===== src/rtl/cordic_arbiter.sv =====
// Round-robin arbiter that time-shares one iterative CORDIC engine among NUM_REQ requesters,
// with a watchdog that abandons an engine operation that never signals completion.
module cordic_arbiter #(
    parameter int NUM_REQ    = 4,
    parameter int WIDTH      = 32,
    parameter int NUM_STAGES = 13,
    localparam int ID_W      = (NUM_REQ > 1) ? $clog2(NUM_REQ) : 1
) (
    input  logic                       clk,
    input  logic                       rst_n,
    input  logic [NUM_REQ-1:0]         req_valid,
    input  logic [NUM_REQ*WIDTH-1:0]   req_angle,
    output logic [NUM_REQ-1:0]         req_ready,
    output logic                       eng_start,
    output logic [WIDTH-1:0]           eng_angle,
    input  logic                       eng_done,
    input  logic [WIDTH-1:0]           eng_cos,
    input  logic [WIDTH-1:0]           eng_sin,
    output logic                       rsp_valid,
    input  logic                       rsp_ready,
    output logic [ID_W-1:0]            rsp_id,
    output logic [WIDTH-1:0]           rsp_cos,
    output logic [WIDTH-1:0]           rsp_sin,
    output logic                       timeout_err
);
    localparam int TMO   = NUM_STAGES + 4;
    localparam int CNT_W = $clog2(TMO + 1);

    typedef enum logic [1:0] {IDLE, START, WAIT, RESP} state_t;

    state_t            state_reg;
    logic [ID_W-1:0]   last_grant_reg;
    logic [CNT_W-1:0]  cnt_reg;
    logic [WIDTH-1:0]  angle_reg;
    logic [ID_W-1:0]   grant_id_reg;
    logic [ID_W-1:0]   rsp_id_reg;
    logic [WIDTH-1:0]  cos_reg;
    logic [WIDTH-1:0]  sin_reg;

    logic [ID_W-1:0]   cand_idx [NUM_REQ];
    logic [NUM_REQ-1:0] cand_hit;
    logic [WIDTH-1:0]  angle_arr [NUM_REQ];
    logic              grant_found;
    logic [ID_W-1:0]   grant_idx;
    logic              grant_fire;

    // Candidate gi is the requester gi+1 positions after the last grant, wrapped.
    genvar gi;
    generate
        for (gi = 0; gi < NUM_REQ; gi++) begin : g_cand
            logic [ID_W:0] sum;
            assign sum           = {1'b0, last_grant_reg} + (ID_W+1)'(gi + 1);
            assign cand_idx[gi]  = (sum >= (ID_W+1)'(NUM_REQ)) ? ID_W'(sum - (ID_W+1)'(NUM_REQ))
                                                                : sum[ID_W-1:0];
            assign cand_hit[gi]  = req_valid[cand_idx[gi]];
            assign angle_arr[gi] = req_angle[gi*WIDTH +: WIDTH];
        end
    endgenerate

    // Walk candidates from farthest to nearest so the nearest hit wins.
    always_comb begin
        grant_found = 1'b0;
        grant_idx   = '0;
        for (int i = NUM_REQ - 1; i >= 0; i--) begin
            if (cand_hit[i]) begin
                grant_found = 1'b1;
                grant_idx   = cand_idx[i];
            end
        end
    end

    assign grant_fire = rst_n && (state_reg == IDLE) && grant_found;

    generate
        for (gi = 0; gi < NUM_REQ; gi++) begin : g_ready
            assign req_ready[gi] = grant_fire && (grant_idx == ID_W'(gi));
        end
    endgenerate

    always_ff @(posedge clk) begin
        if (!rst_n) begin
            state_reg      <= IDLE;
            last_grant_reg <= ID_W'(NUM_REQ - 1);
            cnt_reg        <= '0;
            angle_reg      <= '0;
            grant_id_reg   <= '0;
            rsp_id_reg     <= '0;
            cos_reg        <= '0;
            sin_reg        <= '0;
        end else begin
            case (state_reg)
                IDLE: begin
                    if (grant_found) begin
                        angle_reg      <= angle_arr[grant_idx];
                        grant_id_reg   <= grant_idx;
                        last_grant_reg <= grant_idx;
                        state_reg      <= START;
                    end
                end
                START: begin
                    // Counter tracks cycles elapsed since eng_start, so it reads 1 in the first WAIT cycle.
                    cnt_reg   <= CNT_W'(1);
                    state_reg <= WAIT;
                end
                WAIT: begin
                    if (eng_done) begin
                        cos_reg    <= eng_cos;
                        sin_reg    <= eng_sin;
                        rsp_id_reg <= grant_id_reg;
                        state_reg  <= RESP;
                    end else if (cnt_reg == CNT_W'(TMO)) begin
                        state_reg <= IDLE;
                    end else begin
                        cnt_reg <= cnt_reg + CNT_W'(1);
                    end
                end
                RESP: begin
                    if (rsp_ready) begin
                        state_reg <= IDLE;
                    end
                end
                default: state_reg <= IDLE;
            endcase
        end
    end

    // Timeout is decided in the same cycle as a possible eng_done, so completion can win the tie.
    assign timeout_err = (state_reg == WAIT) && !eng_done && (cnt_reg == CNT_W'(TMO));
    assign eng_start   = (state_reg == START);
    assign eng_angle   = angle_reg;
    assign rsp_valid   = (state_reg == RESP);
    assign rsp_id      = rsp_id_reg;
    assign rsp_cos     = cos_reg;
    assign rsp_sin     = sin_reg;

endmodule


===== config.mk =====
export PLATFORM = sky130hd
export DESIGN_NAME = cordic_arbiter
export DESIGN_NICKNAME = d
export VERILOG_FILES = /design/src/rtl/cordic_arbiter.sv
export SDC_FILE = /design/constraint.sdc
export NUM_CORES = 1
export LEC_CHECK = 0
export ABC_CLOCK_PERIOD_IN_PS = 4250
export CAP_MARGIN = 5
export CORE_MARGIN = 4
export CORE_UTILIZATION = 42
export DETAILED_ROUTE_END_ITERATION = 12
export PLACE_DENSITY = 0.87
export SLEW_MARGIN = 5
export SYNTH_ARGS = -nofsm -noshare
export SYNTH_HDL_FRONTEND = slang
export SYNTH_SLANG_ARGS = --single-unit

===== constraint.sdc =====
create_clock -name clk -period 4.25 [get_ports clk]
set_input_delay 0.85 -clock clk [delete_from_list [all_inputs] [get_ports clk]]
set_output_delay 0.85 -clock clk [all_outputs]
set_load 0.03 [all_outputs]

==> impl_metrics.toml, run 1 <==
[status]
status = "complete, no violations"

[floorplanning]
pin_count = 305
core_area_um2 = 12300
die-area_um2 = 14600
chipHeight_um = 121
fp-row-count = 40
start_util = 0.436
die_x_um = 121

[setup_path]
critPathLaunch = "req_valid[1]"
cp-start-kind = "input pin"
cpMaxStageDelayCell = "clkdlybuf4s50_1"
cp.required_ns = 3.40
path_class = "in -> out"
endpoint_kind = "primary output"
crit_family = "buffers and inverters"
endpoint = "req_ready[3]"
cp.arrival_ns = 2.91
rr_worst_depth = 7
rr_startpoint = "last_grant_reg[0]$_SDFFE_PN1P_"
rrSetupSlack_ns = 1.83
path_max_fanout = 6
worstPathCellList = "clkdlybuf4s50_1, or3b_1, o211a_1, and2_4, and3_1, clkdlybuf4s50_1"
rr_endpoint = "eng_angle[12]$_SDFFE_PN0P_"
critical_path_depth = 6
cp_slowest_stage_delay_ns = 0.60
path_common_cell = "clkdlybuf4s50_1"
crit_buf_inv = 2

[finish]
post-route-util = 0.712
areaGrowthSynthToFinish_pct = 63.2
nets = 1075
drive_gt1_frac = 0.114

[route]
vias = 5498
wirelength_mm = 20.1
drc_errors = 0
ant_nets = 0
drt_iter0_drc = 351
dr.pass1.iters = 5
wl_per_cell_um = 19.3
viasPerCell = 5.28

[global_route]
grt_pass1_wl_mm = 30.0
grt-ovfl-total = 0
antenna_found_initial = 1
grt_max_degree = 73
grt_pass1_vias = 5644
track_usage = 0.262

[sta]
rsz0062_at_grt = "false"
setup_tns_ns = 0
slew_headroom = 0.185
fin_crit_sh = 0.884
worstMarginPinSlew_ns = 1.22
setup_viol = 0
max_freq_mhz = 266
slew_violations = 0
final_hold_viol_count = 0
period_needed_ns = 3.76
finalClockSkew_ns = 0.00626

[clock_tree]
clock_latency_ns = 0.35
htreeDepth = 3
tritoncts = "yes"
cts_setup_buffers = 0
cts_buffers = 9
cts_resized = 0
clock_sinks = 109
ctsHoldBuffers = 0
path_clk_slew_ns = 0.07
cts_root_buf = "clkbuf_16"
cts_buffer_depth = 2

[synthesis]
avgSynthCellArea_um2 = 8.97
synthDistinctLibCells = 41
syn_nets = 803
async_flop_share = 0
synth_top_area_frac = 0.408
synth_area_leaders = "dfxtp_1 41%, nand2_1 9.5%, a221oi_2 8.1%, a211oi_2 6.8%, a21oi_1 6.5%"
ys_seq_area_frac = 0.408
ys.warnings.count = 0
synth_edf_count = 0
ys.flop_type = "dfxtp_1"
synth.ff_latch_count = 109
syn_area_um2 = 5350
synth_cells = 596
synth.most_common_cell = "nand2_1"
synth_top_cells_by_count = "136 x nand2_1, 109 x dfxtp_1, 69 x a21oi_1"
synth.largest_area_cell = "dfxtp_1"

[power]
leakage_nw = 3.15
p_clk_frac = 0.208
p_per_area_nw_per_um2 = 537
internal_power_mw = 2.80
p_sw_mw = 1.89
power.share.switching = 0.403
seqPwrFrac = 0.299
ir_worst_vdd_uv = 346
p_comb_frac = 0.494

[flow_run]
maxCapViolations = 0

[placed_design]
post-dp-hpwl_mm = 15.0
portBuffers = 304
gp_congestion = 0.831

[min_path]
worstHoldPathType = "reg -> reg"
[cell families (layout without fill, tap and decap cells)]
group	count (synthesis)	in the layout	synth area share
xor+xnor	3	3	0.00491
mux	33	33	0.0618
other cells	0	1	0
simple gates	209	209	0.181
flops	109	109	0.408
buf+inv	58	334	0.0576
fa+ha+maj	7	7	0.0164
compound gates	177	177	0.270
[layout by cell type (no fill, tap or decap), types with 3 or more instances in the layout]
cell,n
inv_1,5
a211oi_1,4
o21ai_0,35
a211oi_2,29
buf_4,12
and2_1,32
nand2_1,135
a221oi_2,29
xor2_1,3
bufinv_16,3
a221oi_1,3
a21oi_1,69
mux2i_1,33
and3_1,4
nand2b_1,4
clkbuf_16,9
nor2_1,12
clkdlybuf4s50_1,301
dfxtp_1,109
ha_1,7
nand3_1,4
nor3_1,3
[stage by stage]
stage / instance area, um2 / setup WS, ns / std cells / hold slack, ns / power, mW
after floorplan: 5350 / 1.05 / 596 / 0.429 / 2.92
after global placement: 8380 / 0.548 / 1025 / 0.442 / 3.66
after detailed placement: 8380 / 0.505 / 1025 / 0.448 / 3.73
after CTS: 8730 / 0.498 / 1040 / 0.457 / 4.70
after global routing: 8730 / 0.436 / 1041 / 0.479 / 4.90
final: 8730 / 0.494 / 1041 / 0.453 / 4.68
[worst register-to-register path: cells and delay by family (launching register included)]
| kind | cells | cell delay (ns) |
|---|---|---|
| compound gates | 2 | 0.26 |
| buf+inv | 2 | 0.79 |
| flops | 1 | 0.44 |
| mux | 1 | 0.33 |
| simple gates | 2 | 0.47 |
[power groups by stage]
stage | Combinational, mW | Clock (mW) | Sequential [mW]
2_1_floorplan | 1.14 | 0 | 1.78
3_3_place_gp | 2.26 | 0 | 1.41
3_5_place_dp | 2.31 | 0 | 1.42
4_1_cts | 2.31 | 0.987 | 1.40
5_1_grt | 2.45 | 1.03 | 1.42
6_report | 2.31 | 0.973 | 1.40
[worst min-delay path by stage]
stage                                    end  slack [ns]  cells past startpoint                    startpoint
finish                rsp_id[0]$_SDFFE_PN0P_        0.45                      2  grant_id_reg[0]$_SDFFE_PN0P_
detailed placement   rsp_sin[1]$_SDFFE_PN0P_        0.45                      2       rsp_sin[1]$_SDFFE_PN0P_
global placement    rsp_sin[21]$_SDFFE_PN0P_        0.44                      2      rsp_sin[21]$_SDFFE_PN0P_
floorplan             rsp_id[0]$_SDFFE_PN0P_        0.43                      2  grant_id_reg[0]$_SDFFE_PN0P_
global route         rsp_sin[4]$_SDFFE_PN0P_        0.48                      2       rsp_sin[4]$_SDFFE_PN0P_
CTS                  rsp_sin[1]$_SDFFE_PN0P_        0.46                      2       rsp_sin[1]$_SDFFE_PN0P_
[per-layer routing]
layer  global-route usage  wire length [um]  share of wire  vias up
met5                    0                 0              0        -
met4                0.120               818          0.041        0
met3               0.0917              1690          0.084       52
met2                0.474             10400           0.52      244
met1                0.268              7200           0.36     2572
li1                     -                 -              -     2630
[area by class of cell]
type                            instances  area, um2
Clock inverter                          5        106
Inverter                                6       22.5
Clock buffer                           10        239
Antenna cell                            1       2.50
Fill cell                             940       3530
Sequential cell                       109       2180
Multi-Input combinational cell        429       2860
Tap cell                              168        210
Timing Repair Buffer                  313       3100
No activity file was read; power rests on OpenSTA's default activity.
==> run 2: changes to the inputs <==
--- a/config.mk
+++ b/config.mk
@@ -5,6 +5,7 @@
 export SDC_FILE = /design/constraint.sdc
 export NUM_CORES = 1
 export LEC_CHECK = 0
+export ABC_AREA = 0
 export ABC_CLOCK_PERIOD_IN_PS = 4250
 export CAP_MARGIN = 5
 export CORE_MARGIN = 4
==> results of run 2 <==
The final DEF is identical to that of run 1; final timing and power are the same.
